### config.mk
export PLATFORM = sky130hd
export DESIGN_NAME = note_sequence_player_flat
export DESIGN_NICKNAME = d
export VERILOG_FILES = /design/src/rtl/music_pkg.sv /design/src/rtl/note_sequence_player_if.sv /design/src/rtl/midi_msg_serializer.sv /design/src/rtl/note_sequence_player.sv /design/src/flat_wrapper.sv
export SDC_FILE = /design/constraint.sdc
export NUM_CORES = 1
export LEC_CHECK = 0
export CORE_MARGIN = 1
export CORE_UTILIZATION = 54
export CTS_CLUSTER_SIZE = 25
export DETAILED_ROUTE_END_ITERATION = 10
export PLACE_DENSITY_LB_ADDON = 0.08
export SLEW_MARGIN = 0
export SYNTH_ARGS = -nofsm -noshare
export SYNTH_HDL_FRONTEND = slang
export SYNTH_SLANG_ARGS = --single-unit
### constraint.sdc
create_clock -name clk -period 2.3 [get_ports clk]
set_input_delay 0.46 -clock clk [delete_from_list [all_inputs] [get_ports clk]]
set_output_delay 0.46 -clock clk [all_outputs]
set_load 0.005 [all_outputs]
### src/rtl/music_pkg.sv
// music_pkg: MIDI constants and player state encoding shared by the note player.
package music_pkg;
  localparam logic [3:0] MIDI_NOTE_ON = 4'h9;
  localparam logic [3:0] MIDI_NOTE_OFF = 4'h8;
  localparam int MIDI_MSG_BYTES = 3;
  typedef enum logic [2:0] {IDLE, FETCH, LATCH, SEND_ON, GATE, SEND_OFF, REST} player_state_t;
endpackage

### src/rtl/note_sequence_player_if.sv
// note_sequence_player_if: valid/ready MIDI byte stream toward the UART transmitter.
interface note_sequence_player_if;
  logic [7:0] tx_data;
  logic tx_valid;
  logic tx_ready;
  modport master (output tx_data, tx_valid, input tx_ready);
  modport slave (input tx_data, tx_valid, output tx_ready);
endinterface

### src/rtl/midi_msg_serializer.sv
// midi_msg_serializer: sends a 3-byte MIDI message over valid/ready, pulses done on the last acceptance.
module midi_msg_serializer
  import music_pkg::*;
(
  input  logic        clk,
  input  logic        rst_n,
  input  logic        start,
  input  logic [23:0] msg,
  output logic        done,
  note_sequence_player_if.master tx
);
  localparam logic [1:0] LAST = 2'(MIDI_MSG_BYTES - 1);
  logic valid;
  logic [1:0] cnt;
  always_ff @(posedge clk or negedge rst_n)
    if (!rst_n) begin
      valid <= 1'b0;
      cnt <= '0;
    end else if (start) begin
      valid <= 1'b1;
      cnt <= '0;
    end else if (valid && tx.tx_ready) begin
      valid <= cnt != LAST;
      cnt <= cnt == LAST ? '0 : cnt + 2'd1;
    end
  assign done = valid && tx.tx_ready && cnt == LAST;
  assign tx.tx_valid = valid;
  assign tx.tx_data = !valid ? 8'h00 : cnt == 2'd0 ? msg[23:16] : cnt == 2'd1 ? msg[15:8] : msg[7:0];
endmodule

### src/rtl/note_sequence_player.sv
// note_sequence_player: walks the note ROM, sending Note On, gate wait, Note Off, rest per step.
module note_sequence_player
  import music_pkg::*;
#(
  parameter int unsigned N = 3,
  parameter logic [3:0] CHANNEL = 4'd0,
  parameter logic [23:0] GATE_TICKS = 24'd6000000,
  parameter logic [23:0] REST_TICKS = 24'd6000000
) (
  input  logic         clk,
  input  logic         rst_n,
  input  logic         enable,
  output logic [N-1:0] index,
  input  logic [7:0]   note_in,
  input  logic [7:0]   velocity_in,
  note_sequence_player_if.master tx,
  output logic         busy
);
  player_state_t state, nxt;
  logic [23:0] timer;
  logic [7:0] note_r, vel_r;
  logic gate_end, rest_end, start, done, off;
  logic [23:0] msg;
  assign gate_end = state == GATE && timer == GATE_TICKS - 24'd1;
  assign rest_end = state == REST && timer == REST_TICKS - 24'd1;
  assign start = state == LATCH || gate_end;
  assign off = state == SEND_OFF;
  assign msg = {off ? MIDI_NOTE_OFF : MIDI_NOTE_ON, CHANNEL, note_r, off ? 8'h00 : vel_r};
  assign busy = state != IDLE;
  midi_msg_serializer u_ser (
    .clk(clk), .rst_n(rst_n), .start(start), .msg(msg), .done(done), .tx(tx)
  );
  always_ff @(posedge clk or negedge rst_n)
    if (!rst_n) state <= IDLE;
    else state <= nxt;
  always_comb begin
    nxt = state;
    case (state)
      IDLE:     nxt = enable ? FETCH : IDLE;
      FETCH:    nxt = LATCH;
      LATCH:    nxt = SEND_ON;
      SEND_ON:  nxt = done ? GATE : SEND_ON;
      GATE:     nxt = gate_end ? SEND_OFF : GATE;
      SEND_OFF: nxt = done ? REST : SEND_OFF;
      REST:     nxt = rest_end ? (enable ? FETCH : IDLE) : REST;
      default:  nxt = IDLE;
    endcase
  end
  // Data bytes must keep bit 7 clear so they never look like a status byte.
  always_ff @(posedge clk or negedge rst_n)
    if (!rst_n) begin
      index <= '0;
      timer <= '0;
      note_r <= '0;
      vel_r <= '0;
    end else begin
      index <= rest_end ? index + N'(1) : index;
      timer <= (state == GATE && !gate_end) || (state == REST && !rest_end) ? timer + 24'd1 : '0;
      if (state == LATCH) begin
        note_r <= note_in & 8'h7f;
        vel_r <= velocity_in & 8'h7f;
      end
    end
endmodule

### src/flat_wrapper.sv
// flat-port wrapper written by rule: the top's interface ports become plain ports
module note_sequence_player_flat import music_pkg::*;
#(
  parameter int unsigned N = 3,
  parameter logic [3:0] CHANNEL = 4'd0,
  parameter logic [23:0] GATE_TICKS = 24'd6000000,
  parameter logic [23:0] REST_TICKS = 24'd6000000
)
  (clk, rst_n, enable, index, note_in, velocity_in, busy, tx_tx_data, tx_tx_valid, tx_tx_ready);
  note_sequence_player_if tx_i ();
  input  logic clk;
  input  logic rst_n;
  input  logic enable;
  output logic [N-1:0] index;
  input  logic [7:0] note_in;
  input  logic [7:0] velocity_in;
  output logic busy;
  output wire logic [$bits(tx_i.tx_data)-1:0] tx_tx_data;
  output wire logic [$bits(tx_i.tx_valid)-1:0] tx_tx_valid;
  input wire logic [$bits(tx_i.tx_ready)-1:0] tx_tx_ready;
  assign tx_tx_data = tx_i.tx_data;
  assign tx_tx_valid = tx_i.tx_valid;
  assign tx_i.tx_ready = tx_tx_ready;
  note_sequence_player #(.N(N), .CHANNEL(CHANNEL), .GATE_TICKS(GATE_TICKS), .REST_TICKS(REST_TICKS)) u_core (.clk(clk), .rst_n(rst_n), .enable(enable), .index(index), .note_in(note_in), .velocity_in(velocity_in), .tx(tx_i), .busy(busy));
endmodule
==> results.yml <==
placement:
  portBuffers: 30
  hpwl_um: 3470
  place_congestion: 0.775
  placed_cell_area_sq_um: 2860
synthesis:
  ys_ff_latch: 47
  synthCells: 235
  synth-edff-count: 0
  synthesis.area_sq_um: 2440
  synth_top_area_frac: 0.483
  async_flop_share: 1.00
  ys_types: 41
  synth_area_leaders: "dfrtp_1 (48%), mux2_2 (6.9%), xnor2_1 (4.7%)"
  syn_nets: 257
  yosys_warnings: 0
  synth_largest_area_cell: "dfrtp_1"
  avgSynthCellArea_sq_um: 10.4
  synth_flop_cell: "dfrtp_1"
  synth_sequential_area_ratio: 0.483
  netlist_top_cells_count: "dfrtp_1 (47), nor2_1 (19), mux2_2 (15), nand3_1 (13), xnor2_1 (13)"
  yosysMostFrequentCell: "dfrtp_1"
worst_hold_path:
  hold_path.class: "input pin to asynchronous set/reset pin"
setup_path:
  cp.arrival_ns: 1.74
  reg2reg_to: "u_core.timer[22]"
  cp-startpoint: "u_core.state[1]"
  worst-path-max-fanout: 5
  end_kind: "primary output"
  required_ns: 1.84
  r2r_start: "u_core.timer[0]"
  crit_path_start_kind: "flop"
  critical_path_class: "flop to primary output"
  worstRegToRegCells: 5
  regToRegSetupSlack_ns: 0.18
  crit_end: "tx_tx_data[2]"
global_routing:
  grt_max_degree: 34
  gr-total-overflow: 0
  grt_use_total: 0.222
  grt_pass1_vias: 1845
  antenna_found_initial: 0
  grt_pass1_wl_um: 8430
sta:
  slew_headroom: 0.518
  tightest_slew_ns: 0.723
  fin_skew_ns: 0.00612
  holdWs_ns: 0.209
  max_freq_ghz: 0.454
  fin_crit_sh: 0.958
  fin_crit_ns: 2.20
  hold_viol_final: 0
  finalSetupViolCount: 0
  final-max-slew-violation-count: 0
pwr:
  p_leak_nw: 1.32
  vdd_drop_max_mv: 0.383
  power.density_nw_per_um2: 456
clock_network:
  htreeDepth: 2
  cts_sinks: 47
  cts_tree: "yes"
  max-clock-path-buffers: 2
  cts_made_buffers: 5
  clk_pin_slew_ns: 0.09
  hold_buffers: 0
  clk_latency_ns: 0.30
  clockRootBuffer: "clkbuf_8"
drt:
  drc: 0
  wl_per_cell_um: 15.2
  postRouteAntennaNets: 0
  drtPass1Iterations: 4
  via_count: 1938
  wl_um: 5040
  drtIter0Drc: 90
  vias_per_cell: 5.84
outcome:
  status: "complete, no violations"
finish:
  num-fill-cells: 360
  fin_area_sq_um: 2980
  final_layout_size_suffix_gt1_frac: 0.211
  nets: 301
  area_growth_pct: 22.5
  n_antenna_cell: 0
floorplan:
  ios: 33
  fp.dieH_um: 69.2
  core_sq_um: 4350
  floorplan.initialDensity: 0.559
  die_area_sq_um: 4780
  die_x_um: 69.2
  rows: 24
job:
  maxCapViolCount: 0
[per-layer routing]
layer  up-vias  routed length (um)  GRT usage
li1        935                   -          -
met1       966                2480      0.311
met2        31                2360      0.350
met3         6                 144     0.0497
met4         0                  61     0.0612
met5         -                   0          0
[repair_timing]
action | 4_1_cts | 5_1_grt
resized for setup | 0 | 3
setup endpoints to repair | 2 | 7
pin swaps | 0 | 0
buffers inserted | 2 | 3
[metrics by stage]
| stage | power, mW | setup WS (ns) | util | setup TNS [ns] | instances |
|---|---|---|---|---|---|
| 2_1_floorplan | 0.843 | 0.241 | - | 0 | 235 |
| 3_3_place_gp | 0.890 | 0.215 | 0.656 | 0 | 319 |
| 3_5_place_dp | 0.891 | 0.198 | 0.656 | 0 | 319 |
| 4_1_cts | 1.37 | 0.0126 | 0.679 | 0 | 329 |
| 5_1_grt | 1.40 | -0.00194 | 0.685 | -0.00194 | 332 |
| 6_report | 1.36 | 0.0966 | 0.685 | 0 | 332 |
[layout by cell type (no fill, tap or decap), drive strengths merged, types with 3 or more instances in the layout]
cell,synthesis,routed
or3,6,6
nor4,5,5
clkdlybuf4s50,0,27
a21oi,12,12
nand4,8,8
nand3b,4,4
mux2,15,15
o31ai,4,4
xnor2,13,13
nor2,19,19
nand3,13,13
o21ai,6,6
nor2b,8,8
dfrtp,47,47
clkinv,0,3
or4,7,7
clkbuf,7,5
a32oi,6,6
inv,9,9
nor3,8,8
buf,5,20
nand2,11,11
[sequential cells by signal, indices dropped and copies added (netlist names)]
signal                    cells
u_core.u_ser.cnt              2
u_core.timer                 24
u_core.note_r                 7
u_core.u_ser.tx.tx_valid      1
u_core.state                  3
u_core.vel_r                  7
u_core.index                  3
[cell families (layout without fill, tap and decap cells)]
logic type | count (synthesis) | count (layout) | share of synthesized area
muxes | 17 | 17 | 0.0776
xor gates and xnor gates | 15 | 15 | 0.0539
buffers and inverters | 21 | 66 | 0.0375
and+or+nand+nor | 99 | 99 | 0.244
adders and majority gates | 2 | 2 | 0.0103
DFF | 47 | 47 | 0.483
AOI/OAI and AO/OA | 34 | 34 | 0.0935
[area by class of cell]
class / count / area [sq um] / area share
Clock buffer: 5 / 68.8 / 0.0231
Clock inverter: 3 / 15.0 / 0.00503
Inverter: 9 / 33.8 / 0.0113
Multi-Input combinational cell: 167 / 1170 / 0.392
Sequential cell: 47 / 1180 / 0.395
Tap cell: 52 / 65.1 / 0.0218
Timing Repair Buffer: 49 / 455 / 0.153
[worst min-delay path by stage]
stage	cells past startpoint	startpoint	endpoint
finish	1	rst_n	u_core.index[0]
global placement	1	u_core.index[2]	u_core.index[2]
floorplan	0	rst_n	u_core.index[0]
global route	1	rst_n	u_core.timer[19]
CTS	1	rst_n	u_core.timer[19]
detailed placement	1	u_core.index[2]	u_core.index[2]
[worst max-delay path, cell delays in order, from the launching register on]
cell,delay [ns]
dfrtp_1,0.38
nand3b_1,0.18
buf_4,0.17
a32oi_1,0.19
nor2b_1,0.07
clkdlybuf4s50_1,0.45
[where the power goes]
group	switching, mW	leakage, nW	total [mW]	internal [mW]
clock network	0.279	0.0477	0.487	0.209
logic	0.0205	0.640	0.0471	0.0266
registers	0	0.636	0.825	0.825
total	0.299	1.32	1.36	1.06
Note: power is estimated with default switching activity, not from simulation.
